File: config.mk
export PLATFORM = sky130hd
export DESIGN_NAME = ext_sram_ctrl
export DESIGN_NICKNAME = d
export VERILOG_FILES = /design/src/rtl/ext_sram_ctrl.sv
export SDC_FILE = /design/constraint.sdc
export NUM_CORES = 1
export LEC_CHECK = 0
export CORE_ASPECT_RATIO = 1.25
export CORE_MARGIN = 5
export CORE_UTILIZATION = 30
export CTS_BUF_LIST = sky130_fd_sc_hd__clkbuf_16
export CTS_CLUSTER_DIAMETER = 120
export CTS_CLUSTER_SIZE = 10
export DETAILED_ROUTE_END_ITERATION = 7
export PLACE_DENSITY = 0.72
export SYNTH_ARGS = -nofsm -noshare
export SYNTH_HDL_FRONTEND = slang
export SYNTH_SLANG_ARGS = --single-unit
File: constraint.sdc
create_clock -name clk -period 3.8 [get_ports clk]
set_input_delay 0.95 -clock clk [delete_from_list [all_inputs] [get_ports clk]]
set_output_delay 0.95 -clock clk [all_outputs]
set_load 0.005 [all_outputs]
File: src/rtl/ext_sram_ctrl.sv
// External async SRAM controller on a 16-bit multiplexed address/data bus.
// Each transaction is: low address latch, high address latch, data phase with optional wait states.
module ext_sram_ctrl #(
    parameter int unsigned WAIT_STATES = 0
) (
    input  logic        clk,
    input  logic        reset,
    input  logic        valid,
    input  logic        rw,
    input  logic [31:0] addri,
    input  logic [15:0] dtw,
    input  logic [15:0] din,
    output logic [15:0] dout,
    output logic        doe,
    output logic        ale0,
    output logic        ale1,
    output logic        ce_n,
    output logic        oe_n,
    output logic        we_n,
    output logic [15:0] dtr,
    output logic        rdy
);

    typedef enum logic [1:0] {
        PH_LO   = 2'd0,
        PH_HI   = 2'd1,
        PH_DATA = 2'd2
    } phase_t;

    localparam logic [2:0] LP_WS   = 3'(WAIT_STATES);
    localparam logic       LP_HOLD = (WAIT_STATES != 0);

    phase_t      r_phase;
    phase_t      w_phase_nxt;
    logic [2:0]  r_wcnt;
    logic [2:0]  w_wcnt_nxt;
    logic [15:0] r_dtr;
    logic        w_last;

    assign w_last = (r_phase == PH_DATA) && (r_wcnt == LP_WS);
    assign dtr    = r_dtr;

    always_ff @(posedge clk or posedge reset) begin
        if (reset) begin
            r_phase <= PH_LO;
            r_wcnt  <= 3'd0;
        end else begin
            r_phase <= w_phase_nxt;
            r_wcnt  <= w_wcnt_nxt;
        end
    end

    always_ff @(posedge clk or posedge reset) begin
        if (reset)
            r_dtr <= 16'd0;
        else if (valid && !rw && w_last)
            r_dtr <= din;
    end

    // Dropping valid at any edge aborts and rewinds to the low-address phase.
    always_comb begin
        w_phase_nxt = PH_LO;
        w_wcnt_nxt  = 3'd0;
        if (valid) begin
            case (r_phase)
                PH_LO:   w_phase_nxt = PH_HI;
                PH_HI:   w_phase_nxt = PH_DATA;
                PH_DATA: begin
                    if (!w_last) begin
                        w_phase_nxt = PH_DATA;
                        w_wcnt_nxt  = r_wcnt + 3'd1;
                    end
                end
                default: w_phase_nxt = PH_LO;
            endcase
        end
    end

    always_comb begin
        dout = 16'd0;
        doe  = 1'b0;
        ale0 = 1'b0;
        ale1 = 1'b0;
        ce_n = 1'b1;
        oe_n = 1'b1;
        we_n = 1'b1;
        rdy  = 1'b0;
        if (!reset && valid) begin
            case (r_phase)
                PH_LO: begin
                    dout = addri[15:0];
                    doe  = 1'b1;
                    ale0 = 1'b1;
                end
                PH_HI: begin
                    dout = addri[31:16];
                    doe  = 1'b1;
                    ale1 = 1'b1;
                end
                PH_DATA: begin
                    ce_n = 1'b0;
                    rdy  = w_last;
                    if (rw) begin
                        doe  = 1'b1;
                        dout = dtw;
                        // Release we_n one cycle early to give data hold time.
                        we_n = w_last && LP_HOLD;
                    end else begin
                        oe_n = 1'b0;
                    end
                end
                default: ;
            endcase
        end
    end

endmodule

==> results of run 1 <==
[report_power, final]
| group | internal [µW] | leakage (µW) | switching [µW] |
|---|---|---|---|
| combinational | 253 | 0.000794 | 94.6 |
| clock | 141 | 0.0000409 | 74.7 |
| sequential | 277 | 0.000267 | 34.6 |
| total | 671 | 0.00110 | 204 |
[metal layers]
metal	wire length (µm)	vias to the layer above	global-route usage (%)
li1	-	705	-
met1	1550	591	13.32
met2	2002	68	23.16
met3	555	4	5.684
met4	19	0	3.590
met5	0	-	0
[through the flow]
step                area (µm²)  utilization [%]  power, µW  hold slack [ps]  setup slack (ps)
floorplan                 1405                -      442.4            489.7              1068
global placement          2532            56.79      661.2            488.2             278.7
detailed placement        2532            56.79      667.8            493.2             260.3
CTS                       2613            58.59      888.8            508.3             223.0
global route              2613            58.59      924.1            519.8             114.6
finish                    2613            58.59      875.2            501.0             232.5
[how the worst min path moves through the flow]
stage                             start                  end  slack (ps)  cells after the start
global route        dtr[14]$_DFFE_PP0P_  dtr[14]$_DFFE_PP0P_         520                      1
CTS                 dtr[15]$_DFFE_PP0P_  dtr[15]$_DFFE_PP0P_         510                      1
finish              dtr[15]$_DFFE_PP0P_  dtr[15]$_DFFE_PP0P_         500                      1
detailed placement   dtr[1]$_DFFE_PP0P_   dtr[1]$_DFFE_PP0P_         490                      1
global placement     dtr[5]$_DFFE_PP0P_   dtr[5]$_DFFE_PP0P_         490                      1
floorplan           r_wcnt[0]$_DFF_PP0_  r_wcnt[0]$_DFF_PP0_         490                      3
[sequential cells by signal (all words and copies together), names as in the netlist]
name and count:
dtr 16, r_phase 2, r_wcnt 3
[cells by family after synthesis]
group,synth area share [%]
compound gates,8.549
fa+ha+maj,1.781
buf+inv,5.254
flops,37.40
mux,27.60
simple gates,19.41
[worst max-delay path, stage by stage]
cell and delay (ps):
clkdlybuf4s50_1 490, inv_1 60, a211oi_1 180, buf_4 220, a21boi_0 200, clkdlybuf4s50_1 530
[cell usage in the layout, fill, tap and decap left out, drive strengths merged]
master / synthesis / layout
a21boi: 1 / 1
a211oi: 1 / 1
clkinv: 0 / 1
ha: 2 / 2
mux2i: 17 / 17
buf: 6 / 6
clkbuf: 5 / 3
or3: 2 / 2
a21oi: 1 / 1
o22ai: 16 / 16
nand2: 19 / 19
mux2: 16 / 16
nor3: 2 / 2
nand3b: 2 / 2
and2: 16 / 16
nor2: 7 / 7
dfrtp: 21 / 21
inv: 6 / 6
clkdlybuf4s50: 0 / 106
nand2b: 4 / 4
[layout make-up]
cell class	instances	area, µm²	area share [%]
clock inverter	1	5.005	0.1916
tap	58	72.57	2.778
timing repair buffer	112	1106	42.34
multi-input combinational	106	805.8	30.84
clock buffer	3	75.07	2.874
sequential	21	525.5	20.11
inverter	6	22.52	0.8621
==> metrics.md, run 1 <==
| Metric | Value |
|---|---|
| Status | finished, final reports clean |
| WP data arrival | 2620 ps |
| Final Critical Period | around 3600 ps |
| Dominant cells by area after synthesis | dfrtp_1, mux2i_1, mux2_4 |
| Syn-to-layout area delta | 85.93% |
| Clock insertion delay at the later pin of the skew report | 250 ps |
| Diodes inserted | 0 |
| Post-synth top area share | 37.40% |
| Synth async-reset ratio | 100.0% |
| Final Hold Viols | 0 |
| Placed wire-length estimate | 3439 µm |
| Worst-path clk slew | about 50 ps |
| Width of the die | around 71 µm |
| Layout cells sized above 1 | 10.84% |
| Leakage | about 0.0011 µW |
| Setup Fix Bufs, Post-CTS | 0 |
| Number of global-route vias before repair | around 1.4k |
| PortBufs | 106 |
| Seq/Total Area, Yosys | 37.40% |
| Fin cells | 307 |
| Filler Cells Inserted | roughly 380 |
| Mapped Cells | 144 |
| Post-Syn Area per Cell | 9.758 µm² |
| Die height | 86.52 µm |
| Most frequent cells after synthesis | dfrtp_1, nand2_1, mux2i_1 |
| Largest area contributor in the netlist | dfrtp_1 |
| Count of cells resized by post-cts repair | 0 |
| Net Count, Synth | 214 |
| First-pass GRT wire length | 6354 µm |
| Cell variety after synth | 22 |
| Skew final | 1.307 ps |
| CTS Buf Count | 3 |
| Setup_tns | 0 ps |
| Post-CTS Hold Buffers | 0 |
| Critical Path Fanout Max | 17 |
| Area of the die | 6161 µm² |
| CTS H-Tree Depth | 1 |
| Clock tree from TritonCTS | built |
| Peak VDD IR | between 0.15 and 0.2 mV |
| R2R cell count | 3 |
| Yosys warnings | 0 |
| Register bit count reported by yosys | 21 |
| Pwr Density | ~340 nW/µm² |
| Final ANT Viol Nets | 0 |
| Largest net degree at the start of global routing | 23 |
| Final period util | 93.88% |
| Max_cap viols | 0 |
| Setup crit start kind | input port |
| EDFF count, synth | 0 |
| Clock Sinks | 21 |
| Starting density of the core | 31.51% |
| Initial antenna violation count | 0 |
| Synthesized area | ~1400 µm² |
| Clock Path Buffers | 2 |
| Slew Limit Fails | 0 |
| GRT Util Overall | 12.82% |
| Grt total ovfl | 0 |
| DR iter-0 viols | 33 |
| Worst EP required | 2850 ps |
| Remaining routing DRC violations | 0 |
| CP startpoint | valid |
| Initial DRT Pass Iterations | 3 |
| Worst r2r src | r_phase[1]$_DFF_PP0_ |
| Fmax | 280.3 MHz |
| Unrepaired setup endpoints after global routing | no |
| Prevailing post-synth register cell | dfrtp_1 |
| Critical Path Sink | doe |
| R2R setup slack | 1550 ps |
| Max-slew headroom | between 40% and 50% |
| Final setup viols | 0 |
| Worst hold path class | flip-flop to flip-flop |
| Nets | 320 |
| Total Wirelength | 4128 µm |
| I/O pins | 107 |
| Core Region | 4459 µm² |
| # rows | 27 |
| Worst reg2reg endpoint | dtr[10]$_DFFE_PP0P_ |
| Worst setup EP type | output port |
| CTS Root Cell | clkbuf_16 |
| Placer Congestion | roughly 0.71 |
| Placed Cells | slightly above 300 |
| Avg WL per Cell | 13.45 µm |
| Slew @ Worst Pin | 855.5 ps |
| Crit path kind | input port to output port |
| Cell with the most instances after synthesis | dfrtp_1 |
| Vias | 1368 |
| Vias per Instance | 4.456 |
No activity file was read; power rests on OpenSTA's default activity.
==> inputs of run 2 (changes only) <==
--- a/config.mk
+++ b/config.mk
@@ -6,13 +6,13 @@
 export NUM_CORES = 1
 export LEC_CHECK = 0
 export CORE_ASPECT_RATIO = 1.25
-export CORE_MARGIN = 5
 export CORE_UTILIZATION = 30
 export CTS_BUF_LIST = sky130_fd_sc_hd__clkbuf_16
 export CTS_CLUSTER_DIAMETER = 120
 export CTS_CLUSTER_SIZE = 10
 export DETAILED_ROUTE_END_ITERATION = 7
 export PLACE_DENSITY = 0.72
+export SETUP_SLACK_MARGIN = 0.2
 export SYNTH_ARGS = -nofsm -noshare
 export SYNTH_HDL_FRONTEND = slang
 export SYNTH_SLANG_ARGS = --single-unit
==> run 2 against run 1 <==
First-iteration DRC count is 48% higher. Count of clock-buffer cells in the layout stayed put. Largest cell class unchanged. Largest power group unchanged. Worst hold slack hardly changed.
==> metrics.md, run 2 (synthesis results as in run 1) <==
| Metric | Value |
|---|---|
| Largest net degree at the start of global routing | 24 (+4.3%) |
| Remaining routing DRC violations | 0 (unchanged) |
| Skew final | 2.074 ps (+0.7664 ps) |
| DR iter-0 viols | 49 (+48%) |
| Setup_tns | 0 ps (unchanged) |
| Width of the die | 63.21 µm (-11%) |
| Syn-to-layout area delta | 90.03% |
| Post-CTS Hold Buffers | 0 (unchanged) |
| First-pass GRT wire length | 6486 µm (+2.1%) |
| Layout cells sized above 1 | 12.70% (+1.9 points) |
| Diodes inserted | 0 (unchanged) |
| Most common cell on crit path | clkdlybuf4s50_1 |
| Commonest non-fill, non-tap cell in the layout | clkdlybuf4s50_1 |
| Slew @ Worst Pin | 831.7 ps (-23.76 ps) |
| CP peak stage delay | 500 ps (-30 ps) |
| Slowest cell on the critical path | clkdlybuf4s50_1 |
| WP data arrival | 2600 ps (-20 ps) |
| R2R setup slack | 1380 ps (-170 ps) |
| Fin cells | 310 (+0.98%) |
| Max_cap viols | 0 (unchanged) |
| Hold path depth | 1 (unchanged) |
| Peak VDD IR | 0.1643 mV (-4.0%) |
| Avg WL per Cell | 12.89 µm (-4.2%) |
| Placer Congestion | 0.7116 (+0.21%) |
| GR peak layer | met2 |
| Worst r2r src | r_phase[0]$_DFF_PP0_ |
| Status | finished, final reports clean |
| CTS Root Cell | clkbuf_16 |
| R2R cell count | 4 (+1) |
| Die height | 78.52 µm (-9.2%) |
| Worst Hold Endpoint | dtr[5]$_DFFE_PP0P_ |
| Initial antenna violation count | 0 (unchanged) |
| Hold Slack | 501.4 ps (+0.4120 ps) |
| Crit path cell chain | clkdlybuf4s50_1, inv_1, a211oi_2, buf_4, and2_1, clkdlybuf4s50_1 |
| GRT Util Overall | 16.44% (+3.6 points) |
| I/O pins | 107 (unchanged) |
| Worst reg2reg endpoint | dtr[15]$_DFFE_PP0P_ |
| Vias | 1443 (+5.5%) |
| Worst-path clk slew | 50 ps (about the same) |
| Vias per Instance | 4.655 (+4.5%) |
| Filler Cells Inserted | 420 (+9.9%) |
| CTS Buf Count | 3 (unchanged) |
| Core Region | 4459 µm² (unchanged) |
| # rows | 27 (unchanged) |
| Placed Cells | 302 (-0.33%) |
| Final ANT Viol Nets | 0 (unchanged) |
| Clock insertion delay at the later pin of the skew report | 250 ps (about the same) |
| Setup crit start kind | input port |
| GR Util met3 | 5.523% (-0.16 points) |
| Clock Sinks | 21 (unchanged) |
| Final Hold Viols | 0 (unchanged) |
| Starting density of the core | 31.51% (unchanged) |
| Crit path kind | input port to output port |
| Worst EP required | 2850 ps (about the same) |
| Final Critical Period | 3555 ps (-12.75 ps) |
| Max reg flops | 16 (unchanged) |
| Routing usage on met1 | 17.24% (+3.9 points) |
| Max-slew headroom | 44.55% (+1.6 points) |
| Clock tree from TritonCTS | built |
| Leakage | 0.001317 µW (+20%) |
| Slew Limit Fails | 0 (unchanged) |
| Initial DRT Pass Iterations | 4 (+1) |
| Grt total ovfl | 0 (unchanged) |
| Final period util | 93.55% (-0.34 points) |
| Fmax | 281.3 MHz (+0.36%) |
| Total Wirelength | 3995 µm (-3.2%) |
| Hold Startpoint | dtr[5]$_DFFE_PP0P_ |
| Pwr Density | 327.9 nW/µm² (-2.1%) |
| Clock Path Buffers | 2 (unchanged) |
| Critical Path Fanout Max | 8 (-9) |
| Nets | 323 (+0.94%) |
| Placed wire-length estimate | 3072 µm (-11%) |
| Final setup viols | 0 (unchanged) |
| Worst setup EP type | output port |
| Number of global-route vias before repair | 1465 (+3.1%) |
| CTS H-Tree Depth | 1 (unchanged) |
| Most frequent cells in the layout | clkdlybuf4s50_1, dfrtp_1, nand2_1 |
| Area of the die | 4963 µm² (-19%) |
| GR Util met2 | 30.97% (+7.8 points) |
| Worst hold path class | flip-flop to flip-flop |
| Unrepaired setup endpoints after global routing | yes |
| PortBufs | 106 (unchanged) |
## run 2: cell type report
class / instances / area, µm² / area share [%]
sequential: 21 / 525.5 / 19.68
inverter: 6 / 22.52 / 0.8435
clock buffer: 3 / 75.07 / 2.812
multi-input combinational: 106 / 813.3 / 30.46
timing repair buffer: 115 / 1156 / 43.30
tap: 58 / 72.57 / 2.718
clock inverter: 1 / 5.005 / 0.1874
## run 2: how the worst max path moves through the flow
stage / from / end / slack, ps / depth (start not counted)
2_1_floorplan: rw / dout[6] / 1070 / 5
3_3_place_gp: reset / doe / 220 / 5
3_5_place_dp: reset / doe / 210 / 5
4_1_cts: reset / doe / 180 / 5
5_1_grt: valid / dout[8] / 150 / 6
6_report: valid / dout[3] / 250 / 6
## run 2: worst max-delay path, delay by kind of cell
kind | cells | cell delay [ps]
compound gates | 1 | 270
buf+inv | 4 | 1240
simple gates | 1 | 130
## run 2: metrics by stage
stage                     cell area [µm²]  util (%)  power (µW)  setup WS, ps
after global placement               2525     56.62       656.8         220.5
after detailed placement             2525     56.62       663.8         214.7
final                                2670     59.88       875.4         245.2
after floorplan                      1405         -       442.4          1068
after CTS                            2605     58.42       883.0         180.4
after global routing                 2670     59.88       929.8         146.0
## run 2: layer usage
metal  up-vias  routed length (µm)
li1        710                   -
met1       651                1548
met2        76                2019
met3         6                 394
met4         0                  32
met5         -                   0
## run 2: report_power, final
part	total (µW)	switching (µW)	leakage (µW)	internal, µW
Combinational	348	94.6	0.00101	253
Clock	217	75.6	0.0000409	141
Sequential	311	34.0	0.000267	277
Total	875	204	0.00132	671
## run 2: repair_timing
item                                   CTS  global route
gates cloned                             0             2
endpoints found under the hold margin    0             0
pin swaps                                0             1
setup buffers                            0             2
resized for setup                        0            20
setup endpoints to repair                1            13
==> inputs of run 3 (changes only) <==
--- a/config.mk
+++ b/config.mk
@@ -13,6 +13,7 @@
 export DETAILED_ROUTE_END_ITERATION = 7
 export PLACE_DENSITY = 0.72
 export SETUP_SLACK_MARGIN = 0.2
+export SLEW_MARGIN = 5
 export SYNTH_ARGS = -nofsm -noshare
 export SYNTH_HDL_FRONTEND = slang
 export SYNTH_SLANG_ARGS = --single-unit
==> constraint.sdc (replaced) <==
create_clock -name clk -period 4.46 [get_ports clk]
set_input_delay 1.115 -clock clk [delete_from_list [all_inputs] [get_ports clk]]
set_output_delay 1.115 -clock clk [all_outputs]
set_load 0.005 [all_outputs]
==> run 3 against run 2 <==
Combinational power fell by 16%. Sequential share of layout area is 0.61 points higher. Via count fell by 1.7%. Die area is the same. Register-to-register slack improved by 890 ps. Worst hold slack is essentially flat. Clock power down 15%. Critical endpoint unchanged. Largest cell class unchanged.
==> metrics.md, run 3 (synthesis results as in run 1) <==
| Metric | Value |
|---|---|
| Total Wirelength | 3861 µm (-3.4%) |
| Die height | 78.52 µm (unchanged) |
| Grt total ovfl | 0 (unchanged) |
| Setup crit start kind | input port |
| First-pass GRT wire length | 6534 µm (+0.74%) |
| Layout cells sized above 1 | 9.756% (-2.9 points) |
| Initial DRT Pass Iterations | 3 (-1) |
| Core Region | 4459 µm² (unchanged) |
| Starting density of the core | 31.51% (unchanged) |
| Worst r2r src | r_phase[1]$_DFF_PP0_ |
| Worst-path clk slew | 60 ps (about the same) |
| DR iter-0 viols | 34 (-31%) |
| Syn-to-layout area delta | 84.33% |
| Clock tree from TritonCTS | built |
| CTS H-Tree Depth | 1 (unchanged) |
| Worst EP required | 3350 ps (+500 ps) |
| Area of the die | 4963 µm² (unchanged) |
| Leakage | 0.001088 µW (-17%) |
| Pwr Density | 286.6 nW/µm² (-13%) |
| Status | finished, final reports clean |
| CTS Buf Count | 3 (unchanged) |
| Fmax | 244.0 MHz |
| Skew final | 1.277 ps (-0.7963 ps) |
| Unrepaired setup endpoints after global routing | no |
| Clock insertion delay at the later pin of the skew report | 250 ps (about the same) |
| Setup Fix Bufs, Post-CTS | 0 (unchanged) |
| Final setup viols | 0 (unchanged) |
| Vias per Instance | 4.668 (+0.28%) |
| Hold Slack | 501.3 ps (-0.1690 ps) |
| Hold Startpoint | dtr[6]$_DFFE_PP0P_ |
| Peak VDD IR | 0.1961 mV (+19%) |
| CTS Root Cell | clkbuf_16 |
| Width of the die | 63.21 µm (unchanged) |
| Remaining routing DRC violations | 0 (unchanged) |
| Worst hold path class | flip-flop to flip-flop |
| GRT Util Overall | 16.32% (-0.12 points) |
| Final period util | 91.91% |
| Slew Limit Fails | 0 (unchanged) |
| Diodes inserted | 0 (unchanged) |
| PortBufs | 106 (unchanged) |
| Number of global-route vias before repair | 1426 (-2.7%) |
| Clock Path Buffers | 2 (unchanged) |
| Most frequent cells in the layout | clkdlybuf4s50_1, dfrtp_1, nand2_1 |
| Clock Sinks | 21 (unchanged) |
| Post-CTS Hold Buffers | 0 (unchanged) |
| CP startpoint | rw |
| Final ANT Viol Nets | 0 (unchanged) |
| WP data arrival | 2980 ps (+380 ps) |
| Avg WL per Cell | 12.70 µm (-1.4%) |
| Max reg flops | 16 (unchanged) |
| Setup_tns | 0 ps (unchanged) |
| Nets | 317 (-1.9%) |
| Largest net degree at the start of global routing | 22 (-8.3%) |
| Placed wire-length estimate | 2976 µm (-3.1%) |
| Initial antenna violation count | 0 (unchanged) |
| Placer Congestion | 0.7636 (+7.3%) |
| Util after Layout | 58.08% (-1.8 points) |
| Final Critical Period | 4099 ps |
| Crit path kind | input port to output port |
| Count of cells resized by post-cts repair | 0 (unchanged) |
| Worst setup EP type | output port |
| Vias | 1419 (-1.7%) |
| Max_cap viols | 0 (unchanged) |
| Final Hold Viols | 0 (unchanged) |
| Commonest non-fill, non-tap cell in the layout | clkdlybuf4s50_1 |
| # rows | 27 (unchanged) |
| Slew @ Worst Pin | 835.8 ps (+4.089 ps) |
| Critical Path Fanout Max | 17 (+9) |
| Max-slew headroom | 44.28% (-0.27 points) |
| I/O pins | 107 (unchanged) |
## run 3: critical path, cell delays in order
cell and delay [ps]:
clkdlybuf4s50_1 530, nand2b_1 380, o22ai_1 290, and2_1 170, clkdlybuf4s50_1 500
## run 3: area by class of cell
type	instances	area (µm²)
Inverter	6	22.52
Timing Repair Buffer	109	1084
Multi-Input combinational cell	106	805.8
Clock buffer	3	75.07
Fill cell	411	1869
Tap cell	58	72.57
Sequential cell	21	525.5
Clock inverter	1	5.005
## run 3: path summary, 6_finish.rpt
path | endpoint | slack, ps | cells past startpoint
max | dout[3] | 360 | 5
min | dtr[6]$_DFFE_PP0P_ | 500 | 1
max reg2reg | dtr[1]$_DFFE_PP0P_ | 2270 | 3
min reg2reg | dtr[6]$_DFFE_PP0P_ | 500 | 1
max in group asynchronous | dtr[13]$_DFFE_PP0P_ | 2500 | 2
min in group asynchronous | r_phase[0]$_DFF_PP0_ | 1480 | 2
## run 3: layer usage
layer / up-vias / wire, µm / track usage [%]
met4: 0 / 15 / 3.409
met3: 2 / 321 / 4.942
met2: 70 / 1924 / 29.68
met5: - / 0 / 0
met1: 649 / 1600 / 18.58
li1: 698 / - / -
## run 3: metrics by stage
| step | area (µm²) | instances | power [µW] | setup WS, ps |
|---|---|---|---|---|
| 2_1_floorplan | 1405 | 144 | 376.9 | 1398 |
| 3_3_place_gp | 2510 | 300 | 556.9 | 404.9 |
| 3_5_place_dp | 2510 | 300 | 562.1 | 376.9 |
| 4_1_cts | 2590 | 304 | 753.5 | 375.4 |
| 5_1_grt | 2590 | 304 | 787.2 | 252.0 |
| 6_report | 2590 | 304 | 742.2 | 360.9 |
## run 3: power by group
group | internal, µW | total (µW) | switching (µW)
registers | 236 | 265 | 29.2
clock network | 120 | 185 | 64.4
logic | 213 | 292 | 79.0
